File: src/rtl/fp_div_arbiter_if.sv
// Requester-side bus of the shared divider arbiter.
//   req_valid/req_ready : per-requester handshake, one bit per requester
//   req_a/req_b         : packed binary32 operands, requester i at [32i +: 32]
//   req_tag             : packed opaque tags, requester i at [TAG_W*i +: TAG_W]
//   resp_valid          : one-hot (or zero) response strobe
//   resp_q/resp_tag     : shared quotient and echoed tag
// master = requester side, slave = arbiter side.
interface fp_div_arbiter_if #(
  parameter int unsigned NUM_REQ = 4,
  parameter int unsigned TAG_W   = 8
);
  logic [NUM_REQ-1:0]       req_valid;
  logic [NUM_REQ-1:0]       req_ready;
  logic [32*NUM_REQ-1:0]    req_a;
  logic [32*NUM_REQ-1:0]    req_b;
  logic [TAG_W*NUM_REQ-1:0] req_tag;
  logic [NUM_REQ-1:0]       resp_valid;
  logic [31:0]              resp_q;
  logic [TAG_W-1:0]         resp_tag;

  modport master (
    output req_valid, req_a, req_b, req_tag,
    input  req_ready, resp_valid, resp_q, resp_tag
  );

  modport slave (
    input  req_valid, req_a, req_b, req_tag,
    output req_ready, resp_valid, resp_q, resp_tag
  );
endinterface

File: src/rtl/fp_div_arbiter.sv
// Round-robin arbiter sharing one fixed-latency pipelined FP divider between NUM_REQ requesters.
// A shadow pipeline carries {valid, index, tag} alongside the divider so each quotient returns
// to the requester that issued it.
//   clk     : clock, all state on rising edge
//   areset  : synchronous active-high reset; also forces all outputs to their idle values
//   bus     : requester handshake/operands and response strobe (slave side)
//   div_a/b : registered operands to the divider (zero when nothing launched)
//   div_q   : quotient from the divider, LATENCY cycles after div_a/div_b
//   busy    : at least one operation in flight
module fp_div_arbiter #(
  parameter int unsigned NUM_REQ = 4,
  parameter int unsigned LATENCY = 10,
  parameter int unsigned TAG_W   = 8
) (
  input  logic                 clk,
  input  logic                 areset,
  fp_div_arbiter_if.slave      bus,
  output logic [31:0]          div_a,
  output logic [31:0]          div_b,
  input  logic [31:0]          div_q,
  output logic                 busy
);

  localparam int unsigned SelW = (NUM_REQ > 1) ? $clog2(NUM_REQ) : 1;
  // Index is kept at least 2 bits wide so the shadow format is the same for every NUM_REQ.
  localparam int unsigned IdxW = (SelW < 2) ? 2 : SelW;

  logic [IdxW-1:0]              r_ptr;
  logic [IdxW-1:0]              w_ptr_nxt;

  logic                         w_found;
  logic [IdxW-1:0]              w_gnt;
  logic [NUM_REQ-1:0]           w_ready;
  logic [31:0]                  w_a;
  logic [31:0]                  w_b;
  logic [TAG_W-1:0]             w_tag;

  logic                         r_lvld;
  logic [IdxW-1:0]              r_lidx;
  logic [TAG_W-1:0]             r_ltag;
  logic [31:0]                  r_div_a;
  logic [31:0]                  r_div_b;

  logic [LATENCY-1:0]             r_svld;
  logic [LATENCY-1:0][IdxW-1:0]   r_sidx;
  logic [LATENCY-1:0][TAG_W-1:0]  r_stag;

  logic                         w_last;

  // Round-robin pick: first scan indices at or above ptr, then wrap to those below it.
  always_comb begin
    w_found = 1'b0;
    w_gnt   = '0;
    if (!areset) begin
      for (int i = 0; i < int'(NUM_REQ); i++) begin
        if (!w_found && bus.req_valid[i] && (IdxW'(i) >= r_ptr)) begin
          w_found = 1'b1;
          w_gnt   = IdxW'(i);
        end
      end
      for (int i = 0; i < int'(NUM_REQ); i++) begin
        if (!w_found && bus.req_valid[i] && (IdxW'(i) < r_ptr)) begin
          w_found = 1'b1;
          w_gnt   = IdxW'(i);
        end
      end
    end
  end

  // One-hot grant and operand mux; operands stay zero when nothing is granted.
  always_comb begin
    w_ready = '0;
    w_a     = '0;
    w_b     = '0;
    w_tag   = '0;
    for (int i = 0; i < int'(NUM_REQ); i++) begin
      if (w_found && (w_gnt == IdxW'(i))) begin
        w_ready[i] = 1'b1;
        w_a        = bus.req_a[32*i +: 32];
        w_b        = bus.req_b[32*i +: 32];
        w_tag      = bus.req_tag[TAG_W*i +: TAG_W];
      end
    end
  end

  always_comb begin
    w_ptr_nxt = r_ptr;
    if (w_found) begin
      w_ptr_nxt = (w_gnt == IdxW'(NUM_REQ - 1)) ? '0 : w_gnt + 1'b1;
    end
  end

  // Launch stage
  always_ff @(posedge clk) begin
    if (areset) begin
      r_ptr   <= '0;
      r_lvld  <= 1'b0;
      r_lidx  <= '0;
      r_ltag  <= '0;
      r_div_a <= '0;
      r_div_b <= '0;
    end else begin
      r_ptr   <= w_ptr_nxt;
      r_lvld  <= w_found;
      r_lidx  <= w_gnt;
      r_ltag  <= w_tag;
      r_div_a <= w_a;
      r_div_b <= w_b;
    end
  end

  // Shadow pipeline: advances every cycle, in lockstep with the divider.
  always_ff @(posedge clk) begin
    if (areset) begin
      r_svld <= '0;
      r_sidx <= '0;
      r_stag <= '0;
    end else begin
      r_svld[0] <= r_lvld;
      r_sidx[0] <= r_lidx;
      r_stag[0] <= r_ltag;
      for (int i = 1; i < int'(LATENCY); i++) begin
        r_svld[i] <= r_svld[i-1];
        r_sidx[i] <= r_sidx[i-1];
        r_stag[i] <= r_stag[i-1];
      end
    end
  end

  // Outputs are gated by areset so the reset cycle itself is already idle.
  assign w_last = r_svld[LATENCY-1] && !areset;

  always_comb begin
    bus.resp_valid = '0;
    bus.resp_q     = '0;
    bus.resp_tag   = '0;
    if (w_last) begin
      bus.resp_q   = div_q;
      bus.resp_tag = r_stag[LATENCY-1];
      for (int i = 0; i < int'(NUM_REQ); i++) begin
        bus.resp_valid[i] = (r_sidx[LATENCY-1] == IdxW'(i));
      end
    end
  end

  assign bus.req_ready = w_ready;
  assign div_a         = areset ? '0 : r_div_a;
  assign div_b         = areset ? '0 : r_div_b;
  assign busy          = !areset && (r_lvld || (|r_svld));

endmodule
File: src/flat_wrapper.sv
// flat-port wrapper written by rule: the top's interface ports become plain ports
module fp_div_arbiter_flat 
#(
  parameter int unsigned NUM_REQ = 4,
  parameter int unsigned LATENCY = 10,
  parameter int unsigned TAG_W   = 8
)
  (clk, areset, div_a, div_b, div_q, busy, bus_req_valid, bus_req_a, bus_req_b, bus_req_tag, bus_req_ready, bus_resp_valid, bus_resp_q, bus_resp_tag);
  fp_div_arbiter_if #(.NUM_REQ(NUM_REQ), .TAG_W(TAG_W)) bus_i ();
  input  logic clk;
  input  logic areset;
  output logic [31:0] div_a;
  output logic [31:0] div_b;
  input  logic [31:0] div_q;
  output logic busy;
  input wire logic [$bits(bus_i.req_valid)-1:0] bus_req_valid;
  input wire logic [$bits(bus_i.req_a)-1:0] bus_req_a;
  input wire logic [$bits(bus_i.req_b)-1:0] bus_req_b;
  input wire logic [$bits(bus_i.req_tag)-1:0] bus_req_tag;
  output wire logic [$bits(bus_i.req_ready)-1:0] bus_req_ready;
  output wire logic [$bits(bus_i.resp_valid)-1:0] bus_resp_valid;
  output wire logic [$bits(bus_i.resp_q)-1:0] bus_resp_q;
  output wire logic [$bits(bus_i.resp_tag)-1:0] bus_resp_tag;
  assign bus_i.req_valid = bus_req_valid;
  assign bus_i.req_a = bus_req_a;
  assign bus_i.req_b = bus_req_b;
  assign bus_i.req_tag = bus_req_tag;
  assign bus_req_ready = bus_i.req_ready;
  assign bus_resp_valid = bus_i.resp_valid;
  assign bus_resp_q = bus_i.resp_q;
  assign bus_resp_tag = bus_i.resp_tag;
  fp_div_arbiter #(.NUM_REQ(NUM_REQ), .LATENCY(LATENCY), .TAG_W(TAG_W)) u_core (.clk(clk), .areset(areset), .bus(bus_i), .div_a(div_a), .div_b(div_b), .div_q(div_q), .busy(busy));
endmodule
File: config.mk
export PLATFORM = sky130hd
export DESIGN_NAME = fp_div_arbiter_flat
export DESIGN_NICKNAME = d
export VERILOG_FILES = /design/src/rtl/fp_div_arbiter_if.sv /design/src/rtl/fp_div_arbiter.sv /design/src/flat_wrapper.sv
export SDC_FILE = /design/constraint.sdc
export NUM_CORES = 1
export LEC_CHECK = 0
export BUFFER_PORTS_ARGS = -buffer_cell sky130_fd_sc_hd__buf_4
export CAP_MARGIN = 30
export CORE_AREA = 4 4 166 168
export DETAILED_ROUTE_END_ITERATION = 16
export DIE_AREA = 0 0 170 172
export GPL_ROUTABILITY_DRIVEN = 0
export PLACE_DENSITY = 0.6
export SLEW_MARGIN = 15
export SYNTH_ARGS = -nofsm -noshare
export SYNTH_HDL_FRONTEND = slang
export SYNTH_SLANG_ARGS = --single-unit
File: constraint.sdc
create_clock -name clk -period 3.83 [get_ports clk]
set_clock_uncertainty 0.2 [all_clocks]
set_input_delay 0.5745 -clock clk [delete_from_list [all_inputs] [get_ports clk]]
set_output_delay 0.5745 -clock clk [all_outputs]
set_load 0.005 [all_outputs]
==> results_dict.tcl <==
set metrics [dict create \
    maxCapViolCount 0 \
    seq_area_frac_synth_pct 49.5 \
    initial_core_util_pct 29.2 \
    die_h_um 172 \
    synth_area_leader_cell "dfxtp_1" \
    wire_per_inst_um 18.1 \
    dp_hpwl_um 20400 \
    track_usage_pct 17.4 \
    grt_pass1_wl_um 39200 \
    synthTopCellsByCount "187 x dfxtp_1, 179 x nor2b_1, 72 x a221oi_1, 72 x o22ai_1, 59 x nor3_2" \
    p_per_area_nw_per_um2 420 \
    path_class "reg2out" \
    synth_edf_count 0 \
    drive_gt1_share_pct 48.3 \
    clk_latency_ps 430 \
    cp-start-kind "register" \
    synthesis.instances 738 \
    cp-end-kind "output pin" \
    finalHoldViolCount 0 \
    cts.clk_slew.worst_paths_ps 80 \
    path_max_fanout 4 \
    via_per_inst 4.71 \
    synth.most_common_cell "dfxtp_1" \
    slowest_stage "or3b_1" \
    ys.flop_type "dfxtp_1" \
    slowest_delay_ps 410 \
    cts.htree.levels 4 \
    syn_area_per_cell_um2 10.3 \
    post_dp_cell_area_um2 11000 \
    io_buffers 438 \
    finalPower_uw 4920 \
    die_w_um 170 \
    cts_setup_buffers 0 \
    grt_pass1_vias 6714 \
    drtIter0Drc 216 \
    fin_crit_sh_pct 84.0 \
    p_leak_uw 0.00509 \
    fp.dieArea_um2 29200 \
    finalCriticalPeriod_ps 3220 \
    cts_tree "done" \
    cp.arrival_ps 2440 \
    drc 0 \
    final.setup.tns_ps 0 \
    tightest_slew_ps 872 \
    root_buffer "clkbuf_16" \
    syn2layout_area_growth_pct 54.5 \
    finalSetupViolCount 0 \
    hp-class "in2reg" \
    synth_warnings 0 \
    wl_um 27000 \
    grt_overflow 0 \
    cts_sinks 187 \
    synth.top_cell.area_share_pct 49.5 \
    syn_area_um2 7570 \
    cts_buffers 17 \
    fmax_mhz 311 \
    cts_max_path_buffers 2 \
    required_ps 3060 \
    async_flop_share_pct 0 \
    drtAntennaViolNets 0 \
    cts_resized 0 \
    num_rows 59 \
    drv_slew 0 \
    vias 7026 \
    syn_nets 1068 \
    hold_buffers 0 \
    grt_max_degree 74 \
    status "complete, no violations" \
    io-pin-count 439 \
    fin_nets 1469 \
    fin_area_um2 11700 \
    rsz0062_at_grt "false" \
    slew_headroom_pct 41.8 \
    path_cells "nor2b_1 -> or3b_1 -> a211oi_1 -> ha_1 -> inv_2 -> nor2_1 -> buf_4" \
    antenna_found_initial 5 \
    synth_area_leaders "dfxtp_1 49%, nor2b_1 15%, a221oi_1 8.3%" \
    ys_types 39 \
    ir_drop_uv 250 \
    ys_ff_latch 187 \
    fp.coreArea_um2 25900 \
    drt-pass1-iter-count 4 \
]
[sequential cells by signal, indices dropped and copies added, names as in the netlist]
register	cells
u_core.r_ptr	2
u_core.r_lvld	1
u_core.r_sidx	20
u_core.r_svld	10
u_core.r_div_a	32
u_core.r_lidx	2
u_core.r_ltag	8
u_core.r_stag	80
u_core.r_div_b	32
[final cells by class]
type | count | area, µm²
tap | 335 | 419
inverter | 4 | 17.5
multi-input combinational | 476 | 3430
fill | 2514 | 14200
clock inverter | 15 | 228
sequential | 187 | 3740
antenna | 5 | 12.5
timing repair buffer | 453 | 3420
clock buffer | 17 | 425
[layer usage]
metal | vias up | share of wire, % | track usage, %
met5 | - | 0 | 0
met1 | 3218 | 38 | 20.1
met3 | 45 | 8.0 | 5.21
met4 | 0 | 3.8 | 8.96
li1 | 3446 | - | -
met2 | 317 | 50 | 29.3
[per-stage QoR]
step,hold slack [ps],worst slack (ps),cells,util [%]
after floorplan,214,818,738,-
after global placement,216,476,1455,42.6
after detailed placement,220,408,1455,42.6
after CTS,160,583,1487,45.1
after global routing,164,460,1492,45.1
final,179,612,1492,45.1
[power breakdown]
part	leakage, µW	switching [µW]	internal [µW]	total [µW]
Combinational	0.00325	427	504	932
Sequential	0.00153	29.3	2060	2090
Clock	0.000313	961	932	1890
Total	0.00509	1420	3500	4920
[kinds of logic after synthesis]
group,after synthesis,synth area share (%)
flip-flops,187,49.5
buffers and inverters,75,5.49
AO/OA/AOI/OAI,157,15.5
multiplexers,1,0.132
adder cells (fa/ha/maj),4,0.661
AND/OR/NAND/NOR,314,28.7
[worst max-delay path: cells and delay by family (launching register included)]
family          cells  cell delay, ps
flops               1             390
fa+ha+maj           1             270
compound gates      1             390
buf+inv             2             250
simple gates        3             730
[cell usage in the layout, fill, tap and decap left out, types with 5 or more instances in the layout]
master	netlist	routed
buf_4	0	451
dfxtp_1	187	187
nor2b_1	179	177
a221oi_1	72	72
o22ai_1	72	72
nor3_2	59	59
and2_1	40	40
clkbuf_16	0	17
nor3_1	14	14
nor2_1	6	6
inv_12	0	6
diode_2	0	5
clkinv_8	0	5
[final timing paths]
path | slack (ps) | to | cells after the start | start
setup / recovery | 610 | bus_req_ready[3] | 7 | u_core.r_ptr[0]$_SDFFE_PP0P_
hold / removal | 180 | u_core.r_sidx[11]$_SDFF_PP0_ | 2 | areset
setup reg to reg | 800 | u_core.r_div_a[13]$_SDFF_PP0_ | 8 | u_core.r_ptr[0]$_SDFFE_PP0P_
hold reg to reg | 240 | u_core.r_stag[32]$_SDFF_PP0_ | 1 | u_core.r_stag[24]$_SDFF_PP0_
Power figures use the tool's default switching activity.
